`config.mk`:
```
export PLATFORM = sky130hd
export DESIGN_NAME = step_debouncer
export DESIGN_NICKNAME = d
export VERILOG_FILES = /design/src/rtl/counter_pkg.sv /design/src/rtl/sync_2ff.sv /design/src/rtl/step_debouncer.sv
export SDC_FILE = /design/constraint.sdc
export NUM_CORES = 1
export LEC_CHECK = 0
export CAP_MARGIN = 30
export CORE_AREA = 2 2 39 41
export DETAILED_ROUTE_END_ITERATION = 7
export DIE_AREA = 0 0 41 43
export MAX_ROUTING_LAYER = met4
export PLACE_DENSITY_LB_ADDON = 0.25
export SKIP_CTS_REPAIR_TIMING = 1
export SLEW_MARGIN = 20
export SYNTH_ARGS = -nofsm -noshare
export SYNTH_HDL_FRONTEND = slang
export SYNTH_SLANG_ARGS = --single-unit
```
`constraint.sdc`:
```
create_clock -name clk -period 2.8 [get_ports clk]
set_input_delay 0.42 -clock clk [delete_from_list [all_inputs] [get_ports clk]]
set_output_delay 0.42 -clock clk [all_outputs]
set_load 0.05 [all_outputs]
```
`src/rtl/counter_pkg.sv`:
```
// counter_pkg: constants shared by the button debouncer and the 4-bit up-counter it feeds.
package counter_pkg;

    typedef enum logic [1:0] {
        ST_IDLE     = 2'd0,
        ST_ARM_HIGH = 2'd1,
        ST_HELD     = 2'd2,
        ST_ARM_LOW  = 2'd3
    } state_e;

    localparam int DEFAULT_DEBOUNCE_CYCLES = 4;
    localparam int DEFAULT_REPEAT_DELAY    = 8;
    localparam int DEFAULT_REPEAT_PERIOD   = 4;

endpackage

```
`src/rtl/sync_2ff.sv`:
```
// sync_2ff: two-flop synchroniser for a single asynchronous input.
// Synchronous active-low reset with a configurable reset value.
module sync_2ff #(
    parameter logic RST_VAL = 1'b0
) (
    input  logic clk,
    input  logic rst_n,
    input  logic d,
    output logic q
);

    logic meta_q;
    logic sync_q;

    always_ff @(posedge clk) begin
        // NOTE: non-blocking assignments, so sync_q takes meta_q's value from before this edge.
        if (!rst_n) begin
            meta_q <= RST_VAL;
            sync_q <= RST_VAL;
        end else begin
            meta_q <= d;
            sync_q <= meta_q;
        end
    end

    assign q = sync_q;

endmodule

```
`src/rtl/step_debouncer.sv`:
```
// step_debouncer: synchronises and debounces a push button into a one-cycle step pulse and a level.
// Define STEP_DEBOUNCER_AUTO_REPEAT_EN to add auto-repeat steps while the button stays held.
module step_debouncer
    import counter_pkg::*;
#(
    parameter int DEBOUNCE_CYCLES = DEFAULT_DEBOUNCE_CYCLES,
    parameter int REPEAT_DELAY    = DEFAULT_REPEAT_DELAY,
    parameter int REPEAT_PERIOD   = DEFAULT_REPEAT_PERIOD
) (
    input  logic clk,
    input  logic rst_n,
    input  logic btn_raw,
    output logic step,
    output logic level
);

    localparam int                CNT_W    = $clog2(DEBOUNCE_CYCLES);
    localparam logic [CNT_W-1:0]  CNT_LAST = CNT_W'(DEBOUNCE_CYCLES - 1);

    // Repeat settings below 2 could pulse step on back-to-back cycles.
    if (DEBOUNCE_CYCLES < 2 || DEBOUNCE_CYCLES > 65535 ||
        REPEAT_DELAY < 2 || REPEAT_PERIOD < 2) begin : g_param_check
        $error("step_debouncer: parameter out of legal range");
    end

    logic             btn_s;
    state_e           state_q, state_d;
    logic [CNT_W-1:0] cnt_q, cnt_d;
    logic             step_q, step_d;
    logic             level_q, level_d;
    logic             press_accept;
    logic             rpt_fire;

    sync_2ff #(
        .RST_VAL (1'b0)
    ) u_sync_btn (
        .clk   (clk),
        .rst_n (rst_n),
        .d     (btn_raw),
        .q     (btn_s)
    );

    always_ff @(posedge clk) begin
        if (!rst_n) begin
            state_q <= ST_IDLE;
            cnt_q   <= '0;
            step_q  <= 1'b0;
            level_q <= 1'b0;
        end else begin
            state_q <= state_d;
            cnt_q   <= cnt_d;
            step_q  <= step_d;
            level_q <= level_d;
        end
    end

    always_comb begin
        // NOTE: defaults first, so no path through the case leaves a signal unassigned (no latch).
        state_d      = state_q;
        cnt_d        = cnt_q;
        press_accept = 1'b0;
        unique case (state_q)
            ST_IDLE: begin
                if (btn_s) begin
                    state_d = ST_ARM_HIGH;
                    cnt_d   = '0;
                end
            end
            ST_ARM_HIGH: begin
                if (!btn_s) begin
                    state_d = ST_IDLE;
                    cnt_d   = '0;
                end else if (cnt_q == CNT_LAST) begin
                    state_d      = ST_HELD;
                    cnt_d        = '0;
                    press_accept = 1'b1;
                end else begin
                    cnt_d = cnt_q + CNT_W'(1);
                end
            end
            ST_HELD: begin
                if (!btn_s) begin
                    state_d = ST_ARM_LOW;
                    cnt_d   = '0;
                end
            end
            ST_ARM_LOW: begin
                if (btn_s) begin
                    state_d = ST_HELD;
                    cnt_d   = '0;
                end else if (cnt_q == CNT_LAST) begin
                    state_d = ST_IDLE;
                    cnt_d   = '0;
                end else begin
                    cnt_d = cnt_q + CNT_W'(1);
                end
            end
            default: begin
                state_d = ST_IDLE;
                cnt_d   = '0;
            end
        endcase
    end

`ifdef STEP_DEBOUNCER_AUTO_REPEAT_EN
    localparam int               RPT_MAX       = (REPEAT_DELAY > REPEAT_PERIOD) ? REPEAT_DELAY
                                                                                : REPEAT_PERIOD;
    localparam int               RPT_W         = $clog2(RPT_MAX);
    localparam logic [RPT_W-1:0] RPT_DELAY_LD  = RPT_W'(REPEAT_DELAY - 1);
    localparam logic [RPT_W-1:0] RPT_PERIOD_LD = RPT_W'(REPEAT_PERIOD - 1);

    logic [RPT_W-1:0] rpt_q, rpt_d;

    // Down-counter: loaded on every entry to HELD, fires on reaching zero while HELD persists.
    always_comb begin
        rpt_d    = '0;
        rpt_fire = 1'b0;
        if (state_q != ST_HELD && state_d == ST_HELD) begin
            rpt_d = RPT_DELAY_LD;
        end else if (state_q == ST_HELD && state_d == ST_HELD) begin
            if (rpt_q == '0) begin
                rpt_fire = 1'b1;
                rpt_d    = RPT_PERIOD_LD;
            end else begin
                rpt_d = rpt_q - RPT_W'(1);
            end
        end
    end

    always_ff @(posedge clk) begin
        if (!rst_n) begin
            rpt_q <= '0;
        end else begin
            rpt_q <= rpt_d;
        end
    end
`else
    assign rpt_fire = 1'b0;
`endif

    always_comb begin
        level_d = (state_d == ST_HELD) || (state_d == ST_ARM_LOW);
        step_d  = press_accept || rpt_fire;
    end

    assign step  = step_q;
    assign level = level_q;

endmodule

```
Word level (Yosys, flattened, before mapping)
Cells that the tools add are included.
{ "word_totals": {"reg_bits": 8, "input_bits": 3, "elab_cells": 33} }
{ "classes": {"addsub": 1, "n_eq_ne": 8, "muxes": 14, "n_reduce_logical": 4} }
{ "ops": {"columns": ["operator", "count"], "rows": [
  ["2-to-1 mux 2 bit", 11],
  ["one-hot mux 2 bit (4 select lines)", 2],
  ["== test 2 bit (second input constant)", 5],
  ["AND reduction 3 bit", 1],
  ["adder 2 x 1 -> 2 bit (second input constant)", 1],
  ["== test 2 x 1 -> 1 bit (second input constant)", 1],
  ["logical NOT 2 bit", 1],
  ["inequality test 2 x 1 -> 1 bit (second input constant)", 1],
  ["inequality test 2 bit (second input constant)", 1],
  ["AND reduction 2 bit", 1],
  ["logical OR 1 bit", 1],
  ["2-to-1 mux 1 bit", 1]
]} }

Longest topological paths before layout
{ "logic_depth": {"depth_word": 6, "ltp_mapped": 3} }

Cells and area by module
Synthesis repeated with hierarchy kept, for this count alone.
{ "unflattened": {"cells_unflattened": 24, "hier_area_um2": 275.3} }
{ "modules_own_cells": {"columns": ["mod", "n_inst", "cells_each", "area_each_um2", "seq_area_each_um2"], "rows": [
  ["step_debouncer", 1, 20, 222.7, 100.1],
  ["sync_2ff", 1, 4, 52.6, 40.0]
]} }

Worst setup path after synthesis
Ideal clock, no wire load.
{ "synth_timing": {"path_type": "register -> register", "from": "register state_q[1]", "to": "register cnt_q[0]", "setup_ns": 0.072, "t_arrival_ns": 1.080, "required_ns": 2.728, "slack_ns": 1.648, "stages_incl_launch_ff": 3, "path_buffers": 0, "path_cell_list": "dfxtp_1 xnor2_2 mux2i_1"} }
{ "synth_between": {"elab_chain_cells": 3, "elab_cells_between_ends": 8} }
{ "synth_rtl": {"columns": ["element", "line_no", "source"], "rows": [
  ["from (decl)", "step_debouncer.sv:27", "state_e state_q, state_d;"],
  ["from (signal assigned)", "step_debouncer.sv:50", "state_q <= state_d;"],
  ["== test 2 bit or logical NOT 2 bit (tied branches)", "step_debouncer.sv:62", "unique case (state_q)"],
  ["inequality test 2 bit (no source line) or inequality test 2 x 1 -> 1 bit (tied branches)", null, null],
  ["AND reduction 2 bit (no source line)", null, null],
  ["to (signal assigned)", "step_debouncer.sv:51", "cnt_q <= cnt_d;"],
  ["to (decl)", "step_debouncer.sv:28", "logic [CNT_W-1:0] cnt_q, cnt_d;"]
]} }
Several ways; a longest one is shown, not always the timed one.
A chain may end at the register's enable or synchronous reset.

==> metrics.yaml <==
met2_usage: 0.09063
clock-sinks: 7
setup.worst_path.start: "state_q[1]$_SDFF_PN0_"
num-nets-final: 37
combPwrFrac: 0.039
finalPower_mw: 0.2028
hold_path.class: "register to register"
yosysWarnings: 0
synth_ff_type: "dfxtp_1"
numCtsBuffers: 3
crit_chain: "clkdlybuf4s50_1"
synth_seq_cells: 7
met3_usage: 0.09424
seqPwrFrac: 0.509
p_leak_nw: 0.1434
clock_power_share: 0.451
drive_above_1_share: 0.1875
grt.overflow.total: 0
max_cap_viol_count: 0
status: "complete, no violations"
wl_per_cell_um: 9.229
synth_area_leaders: "dfxtp_1 (51%), nand3b_1 (8.2%), mux2i_1 (7.3%)"
routed_wl_um: 443
antenna_left: 0
yosysSeqAreaShare: 0.5091
io_buffers: 4
worstPathArrival_ps: 1490
top_usage_layer: "met3"
avgSynthCellArea_um2: 11.47
grtUsageTotal: 0.07246
clock_skew_ps: 9.628
post-route-min-period_ps: 1909
rsz0062_at_grt: "no"
endpoint_kind: "output port"
p_sw_mw: 0.04198
relSlewSlack: 0.6707
vias_per_cell: 3.979
grt_pass1_wl_um: 759
synthTopCellsByCount: "dfxtp_1 (7), nand3b_1 (3), and2_1 (2), mux2i_1 (2), nand3_1 (2)"
first_iter_violations: 0
die_w_um: 41
crit_type: "register to output port"
timing.setup.tns_ps: 0
yosysMostFrequentCell: "dfxtp_1"
via_count: 191
ir_drop_v: 0.0003083
synthCells: 24
synth_edf_count: 0
ctsRootBufferMaster: "clkbuf_4"
intPower_mw: 0.1608
fmax_mhz: 523.9
cp_slowest_cell: "clkdlybuf4s50_1"
dieArea_um2: 1763
clk_pin_slew_ps: 60
grt_pass1_vias: 184
die_h_um: 43
firstDrtPassIters: 1
cts_tree: "done"
critPathRequiredTime_ps: 2380
diodes: 0
hold_viol_final: 0
cp_max_fo: 4
synth_cell_type_count: 13
power_density_nw_per_um2: 560.8
crit_buf_inv: 1
crit_end: "level"
start_kind: "register"
crit_family: "buffers and inverters"
reg2reg_depth: 3
antenna_found_initial: 0
timing.rr.start: "cnt_q[0]$_SDFFE_PN0P_"
clockBufferDepth: 2
yosysTopAreaCellShare: 0.5091
area_growth_pct: 31.36
syn_area_um2: 275.3
drv_slew: 0
critical_path.max_stage_delay_ps: 830
netSwitchingFraction: 0.2070
rr_endpoint: "state_q[1]$_SDFF_PN0_"
setup_viol_count_final: 0
async_flop_share: 0
drc_errors: 0
clkLatencyLatePin_ps: 250
worstMarginPinSlew_ps: 492.4
num_rows: 14
reg2reg_slack_ps: 1840
gp_congestion: 0.6599
grtUsageMet1: 0.07541
initial_core_util: 0.1989
fin_crit_sh: 0.6817
syn_nets: 28
yosys.area.top_type: "dfxtp_1"
crit_cells: 1
fp.coreArea_um2: 1384
grt_start_max_net_pins: 9
boundaryPins: 5
h-tree-depth: 1
## metrics by stage
| stage | worst slack (ps) | util | hold WS (ps) | std cells | area [um^2] |
|---|---|---|---|---|---|
| floorplan | 1648 | - | 411.8 | 24 | 275.3 |
| global route | 838.7 | 0.2613 | 438.6 | 48 | 361.6 |
| detailed placement | 1164 | 0.2423 | 416.9 | 44 | 335.3 |
| CTS | 879.8 | 0.2613 | 420.8 | 48 | 361.6 |
| global placement | 1176 | 0.2423 | 415.2 | 44 | 335.3 |
| finish | 891.3 | 0.2613 | 417.2 | 48 | 361.6 |
## placed cells by master (no fill, tap or decap)
cell             n
inv_1            1
dfxtp_1          7
clkbuf_1         1
clkbuf_4         3
mux2i_1          2
nand3b_1         3
and2_1           2
clkdlybuf4s50_1  4
ha_1             1
nor2_1           1
xnor2_2          1
a21oi_1          1
nand3_1          2
a21bo_2          1
nand4_1          1
a211oi_2         1
## layout make-up
| class | instances | area [um^2] |
|---|---|---|
| clock buffers | 4 | 26.28 |
| multi-input cells | 16 | 131.4 |
| repair buffers | 4 | 40.04 |
| well taps | 16 | 20.02 |
| inverters | 1 | 3.754 |
| flip-flops and latches | 7 | 140.1 |
| fillers | 142 | 1022 |
## routing by layer
metal  wire, um  vias to the layer above
met4          0                        0
met5          0                        -
met3         51                        0
li1           -                      100
met1        167                       84
met2        224                        7
## power by group through the flow
stage	combinational, mW	sequential (mW)	clock (mW)
6_report	0.00797	0.103	0.0915
5_1_grt	0.00881	0.104	0.103
4_1_cts	0.00810	0.103	0.0963
3_5_place_dp	0.00810	0.105	0
3_3_place_gp	0.00780	0.105	0
2_1_floorplan	0.00378	0.105	0
## logic make-up (layout without fill, tap and decap cells)
logic type,count (synthesis),after routing,synth area share
and+or+nand+nor,9,9,0.2000
DFF,7,7,0.5091
AOI/OAI and AO/OA,3,3,0.09998
muxes,2,2,0.07273
adders and majority gates,1,1,0.04545
xor gates and xnor gates,1,1,0.05911
buffers and inverters,1,9,0.01362
## sequential cells by signal, summed over array words and instances, names as in the netlist
signal and flops:
cnt_q 2, state_q 2, step 1, u_sync_btn.meta_q 1
u_sync_btn.q 1
## worst reg2reg max path, stage by stage (launching register included)
cell     delay, ps
dfxtp_1        320
ha_1           250
a21bo_2        210
a21oi_1        130
## worst min path at each step
stage / end / from / depth (start not counted)
2_1_floorplan: u_sync_btn.q$_SDFF_PN0_ / u_sync_btn.meta_q$_SDFF_PN0_ / 1
3_3_place_gp: u_sync_btn.q$_SDFF_PN0_ / u_sync_btn.meta_q$_SDFF_PN0_ / 1
3_5_place_dp: u_sync_btn.q$_SDFF_PN0_ / u_sync_btn.meta_q$_SDFF_PN0_ / 1
4_1_cts: u_sync_btn.q$_SDFF_PN0_ / u_sync_btn.meta_q$_SDFF_PN0_ / 1
5_1_grt: u_sync_btn.q$_SDFF_PN0_ / u_sync_btn.meta_q$_SDFF_PN0_ / 1
6_report: u_sync_btn.q$_SDFF_PN0_ / u_sync_btn.meta_q$_SDFF_PN0_ / 1
(Power assumes the default switching activity.)
